<file path="src/rtl/flash_bus_arbiter.sv">
// Two-requester round-robin arbiter in front of a single flash bus engine.
// One transaction in flight at a time; every output is driven from a flop.
module flash_bus_arbiter #(
    parameter logic [7:0] TIMEOUT = 8'd200
) (
    input  logic       CLK_50MHZ,
    input  logic       RST,
    input  logic       req0,
    input  logic       req1,
    input  logic       flow0,
    input  logic       flow1,
    input  logic [7:0] addr0,
    input  logic [7:0] addr1,
    input  logic [7:0] wdata0,
    input  logic [7:0] wdata1,
    output logic       done0,
    output logic       done1,
    output logic       err0,
    output logic       err1,
    output logic [7:0] rdata0,
    output logic [7:0] rdata1,
    output logic       fb_start,
    output logic       fb_flow,
    output logic [7:0] fb_addr,
    output logic [7:0] fb_wdata,
    input  logic       fb_done,
    input  logic [7:0] fb_rdata,
    output logic       busy
);

    typedef enum logic [1:0] {
        S_IDLE  = 2'd0,
        S_ISSUE = 2'd1,
        S_WAIT  = 2'd2,
        S_RESP  = 2'd3
    } state_t;

    state_t     state;
    state_t     state_next;
    logic       owner;
    logic       last_grant;
    logic [7:0] wait_cnt;
    logic       grant_valid;
    logic       grant_idx;
    logic       finish;
    logic       wait_expired;

    // The cycle being counted now is wait cycle wait_cnt+1.
    assign wait_expired = ({1'b0, wait_cnt} + 9'd1) == {1'b0, TIMEOUT};

    // NOTE: sequential state uses <= so every flop samples pre-edge values,
    // independent of the order in which always blocks are evaluated.
    always_ff @(posedge CLK_50MHZ) begin
        if (RST) begin
            state <= S_IDLE;
        end else begin
            state <= state_next;
        end
    end

    // NOTE: every signal gets a default before the case, so no path leaves
    // a combinational output unassigned and no latch is inferred.
    always_comb begin
        state_next  = state;
        grant_valid = 1'b0;
        grant_idx   = 1'b0;
        finish      = 1'b0;
        case (state)
            S_IDLE: begin
                if (req0 || req1) begin
                    grant_valid = 1'b1;
                    grant_idx   = (req0 && req1) ? ~last_grant : req1;
                    state_next  = S_ISSUE;
                end
            end
            S_ISSUE: state_next = S_WAIT;
            S_WAIT: begin
                if (fb_done || wait_expired) begin
                    finish     = 1'b1;
                    state_next = S_RESP;
                end
            end
            S_RESP:  state_next = S_IDLE;
            default: state_next = S_IDLE;
        endcase
    end

    always_ff @(posedge CLK_50MHZ) begin
        if (RST) begin
            owner      <= 1'b0;
            last_grant <= 1'b1;
            wait_cnt   <= 8'h00;
            fb_start   <= 1'b0;
            fb_flow    <= 1'b0;
            fb_addr    <= 8'h00;
            fb_wdata   <= 8'h00;
            busy       <= 1'b0;
            done0      <= 1'b0;
            done1      <= 1'b0;
            err0       <= 1'b0;
            err1       <= 1'b0;
            rdata0     <= 8'h00;
            rdata1     <= 8'h00;
        end else begin
            fb_start <= (state_next == S_ISSUE);
            busy     <= (state_next != S_IDLE);
            done0    <= finish && !owner;
            done1    <= finish && owner;
            // fb_done beats a coincident timeout, so err only when it is absent.
            err0     <= finish && !owner && !fb_done;
            err1     <= finish && owner && !fb_done;

            if (grant_valid) begin
                owner      <= grant_idx;
                last_grant <= grant_idx;
                fb_flow    <= grant_idx ? flow1 : flow0;
                fb_addr    <= grant_idx ? addr1 : addr0;
                fb_wdata   <= grant_idx ? wdata1 : wdata0;
            end

            if (state == S_ISSUE) begin
                wait_cnt <= 8'h00;
            end else if (state == S_WAIT) begin
                wait_cnt <= wait_cnt + 8'd1;
            end

            if (finish && !owner) begin
                rdata0 <= fb_done ? fb_rdata : 8'h00;
            end
            if (finish && owner) begin
                rdata1 <= fb_done ? fb_rdata : 8'h00;
            end
        end
    end

endmodule

</file>
<file path="config.mk">
export PLATFORM = sky130hd
export DESIGN_NAME = flash_bus_arbiter
export DESIGN_NICKNAME = d
export VERILOG_FILES = /design/src/rtl/flash_bus_arbiter.sv
export SDC_FILE = /design/constraint.sdc
export NUM_CORES = 1
export LEC_CHECK = 0
export CORE_MARGIN = 2
export CORE_UTILIZATION = 45
export DETAILED_ROUTE_END_ITERATION = 7
export DONT_BUFFER_PORTS = 1
export SLEW_MARGIN = 0
export SYNTH_ARGS = -nofsm -noshare
export SYNTH_HDL_FRONTEND = slang
export SYNTH_SLANG_ARGS = --single-unit
</file>
<file path="constraint.sdc">
create_clock -name CLK_50MHZ -period 3.2 [get_ports CLK_50MHZ]
set_clock_uncertainty 0.2 [all_clocks]
set_input_delay 0.64 -clock CLK_50MHZ [delete_from_list [all_inputs] [get_ports CLK_50MHZ]]
set_output_delay 0.64 -clock CLK_50MHZ [all_outputs]
set_load 0.02 [all_outputs]
</file>
Word-level counts from Yosys, hierarchy flattened
Cells that the tools add are included.

$add $sub $neg: 2. Eq/ne operators: 5. Muxes and demuxes: 14. Bitwise gates (word level): 1. Reductions and logical operators: 12.

Operators with widths (count): 2-to-1 mux 8 bit (3); adder 8 x 1 -> 9 bit (second input constant) (1); == test 9 x 8 -> 1 bit (second input constant) (1); adder 8 x 1 -> 8 bit (second input constant) (1); 2-to-1 mux 1 bit (8); one-hot mux 2 bit (4 select lines) (1); logical AND 1 bit (5); == test 2 x 1 -> 1 bit (second input constant) (2); == test 2 bit (second input constant) (2); 2-to-1 mux 2 bit (2); zero test 1 bit (2); zero test 2 bit (1); logical OR 1 bit (2); nonzero test 2 bit (1); OR reduction 2 bit (1); inverter 1 bit (1).

Register bits: 51. Bits of input ports: 47. Output and inout port bits: 39. Logic and storage cells: 49.

Longest topological paths before layout
Gate-level depths: netlist of run 1.

Depth in word-level cells: 7. Gate-level depth with buffers: 8. Mapped depth without buffers: 6.

Worst setup path after synthesis of run 1
Ideal clock, no wire load.

Kind: input to register. Start point: input port req1. End point: register fb_addr[0]. Library setup time: 0.070 ns. Arrival: 1.782 ns. Required time: 2.930 ns. Setup slack: 1.147 ns. Stages on the path: 6. Buffers on the path: 3. Cell sequence: clkbuf_1 and3_1 clkbuf_1 clkbuf_1 o221ai_1 a21oi_1.

Word-level cells in the longest chain between the ends: 5. Elaborated cells between the ends (all ways): 8. Those cells by class: mux (6); reduce/logical (2).

RTL lines: from (decl) (line 9) `input logic req1,`; logical AND 1 bit (line 72) `grant_idx = (req0 && req1) ? ~last_grant : req1;`; 2-to-1 mux 1 bit (line 72); 2-to-1 mux 1 bit (line 70) `if (req0 || req1) begin`; 2-to-1 mux 1 bit (line 68) `case (state)`; 2-to-1 mux 8 bit (line 117) `fb_addr <= grant_idx ? addr1 : addr0;`; to (signal assigned) (line 117); to (decl) (line 24) `output logic [7:0] fb_addr,`.

Several ways; a longest one is shown, not always the timed one. A chain may end at the register's enable or synchronous reset.

Final worst setup path of run 1
Start point: register wait_cnt[3]. End point: register rdata0[6].

Word-level cells in the longest chain between the ends: 6.

RTL lines: from (decl) (line 42) `logic [7:0] wait_cnt;`; from (signal assigned) (line 124) `wait_cnt <= wait_cnt + 8'd1;`; adder 8 x 1 -> 9 bit (line 49) `assign wait_expired = ({1'b0, wait_cnt} + 9'd1) == {1'b0, TIMEOUT};`; == test 9 x 8 -> 1 bit (line 49); logical OR 1 bit (line 78) `if (fb_done || wait_expired) begin`; 2-to-1 mux 1 bit (line 78); 2-to-1 mux 1 bit (line 68); logical AND 1 bit (line 127) `if (finish && !owner) begin`; to (signal assigned) (line 128) `rdata0 <= fb_done ? fb_rdata : 8'h00;`; to (decl) (line 20) `output logic [7:0] rdata0,`.

Every way passes these cells.

==> summary.md, run 1 <==
| Metric | Value |
|---|---|
| Register area share after synthesis | `46.79%` |
| Flop pwr share | `52.6%` |
| Max Buffers Root-to-Sink | `2` |
| Multiplexer area fraction after synthesis | `0.9748%` |
| Max-slew violations | `0` |
| Fraction of final layout cells sized beyond drive strength 1 | `6.696%` |
| Setup-failing EPs final | `0` |
| Synth Flop Type | `dfxtp_1` |
| CTS Root Cell | `clkbuf_8` |
| Die H | `73.64 microns` |
| Headroom to the max-slew limit | `51.98%` |
| Synth top area cells | `dfxtp_1 (47%), o221ai_1 (6.8%), a311oi_1 (6.4%)` |
| Total CTS buffers | `5` |
| Power Dens Cells | `793.2 nW/um^2` |
| Initial antenna violation count | `0` |
| Syn_nets | `288` |
| Clock sink total | `51` |
| DR iter-0 viols | `142` |
| Comb power frac | `27.7%` |
| Top-count cell post-synth | `dfxtp_1` |
| H-tree levels | `2` |
| Synth Area in Compound Gates | `26.38%` |
| CP top delay family | `simple AND/OR/NAND/NOR gates` |
| GPL Wtd Cong | `0.7760` |
| Vias in the first global route | `1516` |
| Net Sw Frac | `38.17%` |
| Outcome | `finished clean` |
| Reg area | `1021 sq um` |
| First-pass DRT Iterations | `4` |
| Die X-Extent | `73.64 microns` |
| Required @ worst endpoint | `3.14 ns` |
| # Post-CTS Setup Buffers | `0` |
| Layout Area Growth over Synthesis | `2.580%` |
| HPWL after DPL | `3.126 mm` |
| CTS tree | `done` |
| Crit Path Max Fanout | `19` |
| Starting Density | `46.51%` |
| DRC viols | `0` |
| Antenna Cells | `0` |
| Net Sw Power | `0.6778 mW` |
| Leading area contributor after synthesis | `dfxtp_1` |
| Synth cell count leaders | `dfxtp_1 (51), nand2_1 (33), a21oi_1 (21)` |
| Critical Path Start Type | `register` |
| Fill cell count | `464` |
| Top Ports | `86` |
| Worst vdd ir | `322.3 uV` |
| CP cell instances | `or2_2 -> mux2_2 -> a2111o_1 -> nand2b_1 -> a311oi_1` |
| WL final | `4.756 mm` |
| Max Cap Violations | `0` |
| CP Buf/Inv Count | `0` |
| Hold WC Path Type | `input pin to register` |
| Pre-CTS setup slack | `0.7866 ns` |
| Core Footprint | `4692 sq um` |
| Fin util | `47.71%` |
| Worst Tran Pin Value | `0.7203 ns` |
| Tcrit/Tclk final | `75.75%` |
| Internal | `1.098 mW` |
| Simple logic cell fraction of the synthesized area | `14.74%` |
| NumNets Final | `275` |
| Fin. Hold Viols | `0` |
| Setup TNS Final | `0 ns` |
| Worst-skew pair later-pin latency | `0.29 ns` |
| Leak pwr | `0.7260 nW` |
| CTS Hold Buffers Added | `0` |
| Crit end category | `register` |
| Synthesized area per cell | `9.246 sq um` |
| GR Overflow Total | `0` |
| Critical path's slowest cell | `nand2b_1` |
| Vias per cell | `6.219` |
| Distinct cells, synth | `39` |
| RSZ-0062 raised after global routing | `false` |
| Mapped Area | `2182 sq um` |
| Area of the multi-input gates | `1042 sq um` |
| IO Port Bufs | `0` |
| Largest net degree at the start of global routing | `44` |
| Wirelength per Cell | `17.11 microns` |
| Worst-path clk slew | `0.08 ns` |
| FMAX | `0.4125 GHz` |
| XOR/XNOR Fraction of Synth Area | `2.810%` |
| FP Rows | `25` |
| Critical Path Max Stage Delay | `0.55 ns` |
| CTS-repair resized insts | `0` |
| #FFs+latches synth | `51` |
| Post-route ant nets | `0` |
| Fin worst setup slack | `0.7759 ns` |
| Largest family of logic cells by synthesized area | `compound AO/OA/AOI/OAI gates` |
| DR vias | `1729` |
| EDFF count, synth | `0` |
| Adder-Cell Fraction of Synth Area | `2.867%` |
| WS Path Type | `register to register` |
| Final period demand of the worst path | `2.424 ns` |
| Syn Inst Count | `236` |
| Top cell type's share of synthesized area | `46.79%` |
| Crit path DAT | `2.36 ns` |
| Synth warn | `0` |
| Post-synthesis async set-or-reset flop share | `0%` |
| First-pass GRT wire length | `7.245 mm` |
| Total track usage | `17.35%` |
| Die area | `5422 sq um` |
| Clk pwr share | `19.7%` |
-- stage by stage --
stage | instance area, sq um | cells | power [mW] | hold slack, ns
after floorplan | 2182 | 236 | 1.344 | 0.2799
after global placement | 2157 | 270 | 1.439 | 0.3023
after detailed placement | 2157 | 270 | 1.438 | 0.3123
after CTS | 2238 | 278 | 1.797 | 0.1909
after global routing | 2238 | 278 | 1.894 | 0.1846
final | 2238 | 278 | 1.775 | 0.2074
-- cell usage in the layout (no fill, tap or decap), types with 2 or more instances in the layout --
cell      instances
a21oi_1          21
a311oi_1         16
a31oi_1          17
and3_1            2
buf_4             2
clkbuf_1          2
clkbuf_8          5
dfxtp_1          51
ha_1              5
inv_1             3
nand2_1          33
nand4_1           4
nor2_1            9
nor2b_1           4
nor3_1            2
o21ai_0           2
o221ai_1         17
or2_2             3
or3_1             2
xnor2_1           2
xor2_1            5
-- worst paths after layout --
check,from,end,slack (ns),depth (start not counted)
setup reg to reg,wait_cnt[3]$_SDFFE_PP0N_,rdata0[6]$_SDFFE_PP0P_,0.78,5
hold reg to reg,wait_cnt[7]$_SDFFE_PP0N_,wait_cnt[7]$_SDFFE_PP0N_,0.33,2
setup / recovery,wait_cnt[3]$_SDFFE_PP0N_,rdata0[6]$_SDFFE_PP0P_,0.78,5
hold / removal,RST,fb_wdata[2]$_SDFFE_PP0P_,0.21,1
-- worst reg2reg max path: stages, from the launching register on --
cell and delay (ns):
dfxtp_1 0.37, or2_2 0.30, mux2_2 0.26, a2111o_1 0.41
nand2b_1 0.55, a311oi_1 0.18
-- flip-flops by register name, indices dropped and copies added, names as in the netlist, 2 cells and up --
register / flops
wait_cnt: 8
state: 2
fb_wdata: 8
rdata0: 8
fb_addr: 8
rdata1: 8
-- power by group through the flow --
stage | registers, mW | clock network, mW | logic [mW]
floorplan | 0.928 | 0 | 0.416
global placement | 0.951 | 0 | 0.489
detailed placement | 0.947 | 0 | 0.491
CTS | 0.935 | 0.369 | 0.493
global route | 0.951 | 0.395 | 0.549
finish | 0.934 | 0.350 | 0.491
-- cell type report --
| cell class | instances | share of cell area, % |
|---|---|---|
| multi-input combinational | 160 | 46.56 |
| inverter | 3 | 0.5031 |
| tap | 54 | 3.018 |
| sequential | 51 | 45.61 |
| timing repair buffer | 2 | 0.6708 |
| clock inverter | 1 | 0.2236 |
| clock buffer | 7 | 3.410 |
-- per-layer routing --
layer	part of all wire (%)	GRT usage [%]
met4	0.82	5.455
met1	44	22.65
met3	9.4	6.859
met5	0	0
met2	45	26.29
-- logic make-up after synthesis --
logic type                 count (synthesis)
muxes                                      2
xor gates and xnor gates                   7
and+or+nand+nor                           66
adders and majority gates                  5
DFF                                       51
buffers and inverters                     25
AOI/OAI and AO/OA                         80
Note: power is estimated with default switching activity, not from simulation.
==> run 2: changes to the inputs <==
==> constraint.sdc (replaced) <==
create_clock -name CLK_50MHZ -period 2.45 [get_ports CLK_50MHZ]
set_clock_uncertainty 0.2 [all_clocks]
set_input_delay 0.49 -clock CLK_50MHZ [delete_from_list [all_inputs] [get_ports CLK_50MHZ]]
set_output_delay 0.49 -clock CLK_50MHZ [all_outputs]
set_load 0.02 [all_outputs]
==> summary.md, run 2 (synthesis gave the netlist of run 1 again) <==
| Metric | Value |
|---|---|
| M2 GR Usage | `27.68% (+1.4 points)` |
| Required @ worst endpoint | `2.43 ns (-0.71 ns)` |
| Total track usage | `17.35% (about the same)` |
| Critical Path Start Type | `register` |
| DP Area | `2172 sq um (+0.70%)` |
| Tcrit/Tclk final | `87.67% (+12 points)` |
| Crit Path Max Fanout | `17 (-2)` |
| Power Dens Cells | `1031 nW/um^2 (+30%)` |
| Worst Tran Pin Value | `0.6132 ns (-0.1071 ns)` |
| Met3 usage | `7.133% (+0.27 points)` |
| Largest net degree at the start of global routing | `44 (unchanged)` |
| Core Footprint | `4692 sq um (unchanged)` |
| H-tree levels | `2 (unchanged)` |
| Layout Area Growth over Synthesis | `3.440%` |
| First-pass DRT Iterations | `4 (unchanged)` |
| Critical Path Max Stage Delay | `0.47 ns (-0.08 ns)` |
| Starting Density | `46.51% (unchanged)` |
| FMAX | `0.4656 GHz (+13%)` |
| Max Buffers Root-to-Sink | `2 (unchanged)` |
| Fraction of final layout cells sized beyond drive strength 1 | `7.965% (+1.3 points)` |
| Die X-Extent | `73.64 microns (unchanged)` |
| FP Rows | `25 (unchanged)` |
| GR Layer Usage met1 | `21.53% (-1.1 points)` |
| NumNets Final | `277 (+0.73%)` |
| Pre-CTS setup slack | `0.3289 ns (-0.4577 ns)` |
| HPWL after DPL | `3.065 mm (-2.0%)` |
| CTS tree | `done` |
| Most Crowded Layer GR | `met2` |
| Crit path DAT | `2.13 ns (-0.23 ns)` |
| DR vias | `1705 (-1.4%)` |
| Headroom to the max-slew limit | `59.12% (+7.1 points)` |
| DRC viols | `0 (unchanged)` |
| IO Port Bufs | `0 (unchanged)` |
| Hold WC Path Type | `input pin to register` |
| Vias per cell | `6.089 (-2.1%)` |
| # Post-CTS Setup Buffers | `0 (unchanged)` |
| Critical path's slowest cell | `a2111o_1` |
| Antenna Cells | `0 (unchanged)` |
| CTS Hold Buffers Added | `0 (unchanged)` |
| CTS-repair resized insts | `0 (unchanged)` |
| Max-slew violations | `0 (unchanged)` |
| CTS Root Cell | `clkbuf_8` |
| Final instance area | `2257 sq um (+0.84%)` |
| Initial antenna violation count | `0 (unchanged)` |
| RSZ-0062 raised after global routing | `false` |
| WL final | `4.586 mm (-3.6%)` |
| CP cell instances | `and4_4 -> a211o_1 -> a2111o_1 -> nand2b_1 -> buf_4 -> a311oi_1` |
| GR Overflow Total | `0 (unchanged)` |
| DR iter-0 viols | `120 (-15%)` |
| Fin. Hold Viols | `0 (unchanged)` |
| Top Ports | `86 (unchanged)` |
| Die H | `73.64 microns (unchanged)` |
| Outcome | `finished clean` |
| Crit end category | `register` |
| Max Cap Violations | `0 (unchanged)` |
| Dpl cells | `272 (+0.74%)` |
| First-pass GRT wire length | `7.293 mm (+0.66%)` |
| Final period demand of the worst path | `2.148 ns (-0.2763 ns)` |
| Worst vdd ir | `474.5 uV (+47%)` |
| Wirelength per Cell | `16.38 microns (-4.3%)` |
| Most frequent cells in the layout | `dfxtp_1 (51), nand2_1 (33), a21oi_1 (21)` |
| WS Path Type | `register to register` |
| Final Non-Filler Cells | `280 (+0.72%)` |
| Die area | `5422 sq um (unchanged)` |
| Leak pwr | `0.7352 nW (+1.3%)` |
| Vias in the first global route | `1569 (+3.5%)` |
| Clock sink total | `51 (unchanged)` |
| Total CTS buffers | `5 (unchanged)` |
| Fin worst setup slack | `0.3022 ns (-0.4737 ns)` |
| Setup TNS Final | `0 ns (unchanged)` |
| GPL Wtd Cong | `0.8052 (+3.8%)` |
| Worst-path clk slew | `0.09 ns (about the same)` |
| Setup-failing EPs final | `0 (unchanged)` |
| Worst-skew pair later-pin latency | `0.30 ns (about the same)` |
| Post-route ant nets | `0 (unchanged)` |
| Commonest non-fill, non-tap cell in the layout | `dfxtp_1` |
[run 2: cell count changes in the layout (fill, tap and decap cells not counted), sizes merged]
cell	delta
clkbuf	-1
clkinvlp	+1
buf	+2
[run 2: layout make-up]
cell class | instances | area, sq um
Sequential cell | 51 | 1021
Clock buffer | 6 | 72.57
Timing Repair Buffer | 4 | 30.03
Tap cell | 54 | 67.56
Fill cell | 472 | 2435
Clock inverter | 2 | 12.51
Multi-Input combinational cell | 160 | 1042
Inverter | 3 | 11.26
[run 2: routing by layer]
metal | up-vias | share of wire, %
met1 | 773 | 43
met5 | - | 0
met2 | 68 | 47
met3 | 4 | 9.4
li1 | 860 | -
met4 | 0 | 0.98
[run 2: per-stage QoR]
| stage | hold WS (ns) | util, % | total power [mW] |
|---|---|---|---|
| 4_1_cts | 0.03305 | 48.11 | 2.349 |
| 2_1_floorplan | 0.2799 | - | 1.755 |
| 5_1_grt | 0.01358 | 48.11 | 2.494 |
| 6_report | 0.04138 | 48.11 | 2.327 |
| 3_3_place_gp | 0.3021 | 46.29 | 1.877 |
| 3_5_place_dp | 0.3088 | 46.29 | 1.875 |
[run 2: worst max-delay path: cells and delay by family, from the launching register on]
family	cells	cell delay, ns
buffers and inverters	1	0.23
AOI/OAI and AO/OA	3	0.88
DFF	1	0.38
and+or+nand+nor	2	0.35
[run 2: where the power goes]
part	switching (mW)	internal (mW)
sequential	0.242	0.978
clock	0.270	0.200
combinational	0.379	0.258
[run 2: path summary, 6_finish.rpt]
path | start | endpoint | slack (ns) | depth (start not counted)
min | RST | fb_wdata[3]$_SDFFE_PP0P_ | 0.04 | 1
max | wait_cnt[2]$_SDFFE_PP0N_ | rdata0[0]$_SDFFE_PP0P_ | 0.30 | 6
min reg2reg | wait_cnt[7]$_SDFFE_PP0N_ | wait_cnt[7]$_SDFFE_PP0N_ | 0.32 | 2
max reg2reg | wait_cnt[2]$_SDFFE_PP0N_ | rdata0[0]$_SDFFE_PP0P_ | 0.30 | 6
==> run 3: changes to the inputs <==
--- a/config.mk
+++ b/config.mk
@@ -6,9 +6,10 @@
 export NUM_CORES = 1
 export LEC_CHECK = 0
 export CORE_MARGIN = 2
-export CORE_UTILIZATION = 45
+export CORE_UTILIZATION = 55
 export DETAILED_ROUTE_END_ITERATION = 7
 export DONT_BUFFER_PORTS = 1
+export PLACE_DENSITY = 0.7
 export SLEW_MARGIN = 0
 export SYNTH_ARGS = -nofsm -noshare
 export SYNTH_HDL_FRONTEND = slang
==> summary.md, run 3 (synthesis gave the netlist of run 1 again) <==
| Metric | Value |
|---|---|
| Outcome | `finished clean` |
| Tcrit/Tclk final | `89.15% (+1.5 points)` |
| Final period demand of the worst path | `2.184 ns (+0.03642 ns)` |
| Power Dens Cells | `1042 nW/um^2 (+1.1%)` |
| Die H | `66.99 microns (-9.0%)` |
| CTS Root Cell | `clkbuf_8` |
| Starting Density | `58.29% (+12 points)` |
| First-pass GRT wire length | `7.941 mm (+8.9%)` |
| WL final | `4.925 mm (+7.4%)` |
| Crit Path Max Fanout | `17 (unchanged)` |
| Antenna Cells | `0 (unchanged)` |
| GPL Wtd Cong | `0.7929 (-1.5%)` |
| # Post-CTS Setup Buffers | `0 (unchanged)` |
| First-pass DRT Iterations | `4 (unchanged)` |
| Max Cap Violations | `0 (unchanged)` |
| Hold EP | `fb_addr[7]$_SDFFE_PP0P_` |
| CTS-repair resized insts | `0 (unchanged)` |
| H-tree levels | `2 (unchanged)` |
| Pre-CTS setup slack | `0.2842 ns (-0.04469 ns)` |
| Fin. Hold Viols | `0 (unchanged)` |
| Worst Tran Pin Value | `0.6162 ns (+0.002982 ns)` |
| Internal | `1.436 mW (about the same)` |
| Commonest non-fill, non-tap cell in the layout | `dfxtp_1` |
| GR Overflow Total | `0 (unchanged)` |
| DR iter-0 viols | `116 (-3.3%)` |
| WS Path Type | `register to register` |
| Worst hold stages | `1 (unchanged)` |
| Worst-path clk slew | `0.09 ns (about the same)` |
| Core Footprint | `3744 sq um (-20%)` |
| Net Sw Frac | `38.47% (+0.17 points)` |
| RSZ-0062 raised after global routing | `false` |
| Layout Area Growth over Synthesis | `2.580%` |
| Crit path DAT | `2.14 ns (about the same)` |
| Wirelength per Cell | `18.04 microns (+10%)` |
| IO Port Bufs | `0 (unchanged)` |
| Fill cell count | `336 (-29%)` |
| Worst vdd ir | `541.4 uV (+14%)` |
| Total CTS buffers | `5 (unchanged)` |
| Die X-Extent | `66.99 microns (-9.0%)` |
| Vias per cell | `6.480 (+6.4%)` |
| CTS Hold Buffers Added | `0 (unchanged)` |
| Total track usage | `23.17% (+5.8 points)` |
| Most frequent cells in the layout | `dfxtp_1 (51), nand2_1 (33), a21oi_1 (21)` |
| Critical Path Start Type | `register` |
| Setup TNS Final | `0 ns (unchanged)` |
| Fin util | `59.79% (+12 points)` |
| Flop pwr share | `52.4% (about the same)` |
| Initial antenna violation count | `0 (unchanged)` |
| Crit end category | `register` |
| Max Buffers Root-to-Sink | `2 (unchanged)` |
| Top Ports | `86 (unchanged)` |
| Worst reg2reg startpoint | `wait_cnt[3]$_SDFFE_PP0N_` |
| Clk pwr share | `19.8% (-0.4 points)` |
| Tot Pwr | `2.333 mW (+0.26%)` |
| R2R Setup Slk | `0.27 ns (-0.04 ns)` |
| Headroom to the max-slew limit | `58.92% (-0.20 points)` |
| Net Sw Power | `0.8976 mW (+0.72%)` |
| Worst-skew pair later-pin latency | `0.30 ns (about the same)` |
| Setup-failing EPs final | `0 (unchanged)` |
| Comb power frac | `27.8% (+0.4 points)` |
| Hold WC Path Type | `input pin to register` |
| Vias in the first global route | `1738 (+11%)` |
| FP Rows | `22 (-12%)` |
| Clock sink total | `51 (unchanged)` |
| Leak pwr | `0.7308 nW (-0.60%)` |
| CTS tree | `done` |
| HPWL after DPL | `3.409 mm (+11%)` |
| FMAX | `0.4578 GHz (-1.7%)` |
| Fin worst setup slack | `0.2658 ns (-0.03642 ns)` |
| Required @ worst endpoint | `2.41 ns (-0.02 ns)` |
| Worst R2R Path Depth | `6 (unchanged)` |
| DR vias | `1769 (+3.8%)` |
| Largest net degree at the start of global routing | `44 (unchanged)` |
| Dpl cells | `265 (-2.6%)` |
| DRC viols | `0 (unchanged)` |
| Max-slew violations | `0 (unchanged)` |
| NumNets Final | `276 (-0.36%)` |
| Final Non-Filler Cells | `273 (-2.5%)` |
| Die area | `4487 sq um (-17%)` |
| Hold_sp | `RST` |
| Fraction of final layout cells sized beyond drive strength 1 | `7.111% (-0.85 points)` |
| Worst r2r dst | `rdata1[5]$_SDFFE_PP0P_` |
| Post-route ant nets | `0 (unchanged)` |
-- run 3: cell count changes in the layout (fill, tap and decap cells not counted) --
cell | before | now
clkbuf_1 | 1 | 2
buf_4 | 4 | 3
clkinvlp_4 | 1 | 0
-- run 3: layout make-up --
type | instances | area (sq um) | share of cell area, %
Tap cell | 48 | 60.06 | 2.683
Multi-Input combinational cell | 160 | 1042 | 46.56
Inverter | 3 | 11.26 | 0.5031
Sequential cell | 51 | 1021 | 45.61
Clock buffer | 7 | 76.32 | 3.410
Clock inverter | 1 | 5.005 | 0.2236
Timing Repair Buffer | 3 | 22.52 | 1.006
-- run 3: how the worst max path moves through the flow --
stage	cells past startpoint	startpoint	slack [ns]	to
6_report	6	wait_cnt[3]$_SDFFE_PP0N_	0.27	rdata1[5]$_SDFFE_PP0P_
5_1_grt	5	state[0]$_SDFF_PP0_	0.08	rdata1[5]$_SDFFE_PP0P_
3_3_place_gp	6	wait_cnt[3]$_SDFFE_PP0N_	0.38	rdata1[3]$_SDFFE_PP0P_
4_1_cts	6	wait_cnt[3]$_SDFFE_PP0N_	0.28	rdata1[5]$_SDFFE_PP0P_
3_5_place_dp	6	wait_cnt[3]$_SDFFE_PP0N_	0.28	rdata1[5]$_SDFFE_PP0P_
2_1_floorplan	7	wait_cnt[3]$_SDFFE_PP0N_	0.45	rdata1[0]$_SDFFE_PP0P_
-- run 3: power by group through the flow --
| stage | Sequential, mW | Clock, mW | Combinational, mW |
|---|---|---|---|
| 3_3_place_gp | 1.24 | 0 | 0.606 |
| 2_1_floorplan | 1.21 | 0 | 0.543 |
| 4_1_cts | 1.23 | 0.475 | 0.648 |
| 3_5_place_dp | 1.24 | 0 | 0.641 |
| 5_1_grt | 1.24 | 0.517 | 0.738 |
| 6_report | 1.22 | 0.462 | 0.648 |
-- run 3: critical path, cell delays in order, from the launching register on --
cell and delay [ns]:
dfxtp_1 0.37, and4_4 0.22, a211o_1 0.29, a2111o_1 0.48, nand2b_1 0.14, buf_4 0.23, a311oi_1 0.12
-- run 3: per-layer routing --
layer  share of wire (%)  vias up  GRT usage (%)  wire length [microns]
li1                    -      862              -                      -
met1                  40      815          26.21                   1953
met2                  50       84          40.00                   2442
met3                 9.4        8          8.953                    463
met4                 1.3        0          7.143                     65
met5                   0        -              0                      0
-- run 3: per-stage QoR --
step           hold slack, ns  area (sq um)
3_3_place_gp           0.2984          2157
5_1_grt               0.02964          2238
6_report              0.04630          2238
3_5_place_dp           0.3096          2157
4_1_cts               0.03358          2238
2_1_floorplan          0.2799          2182
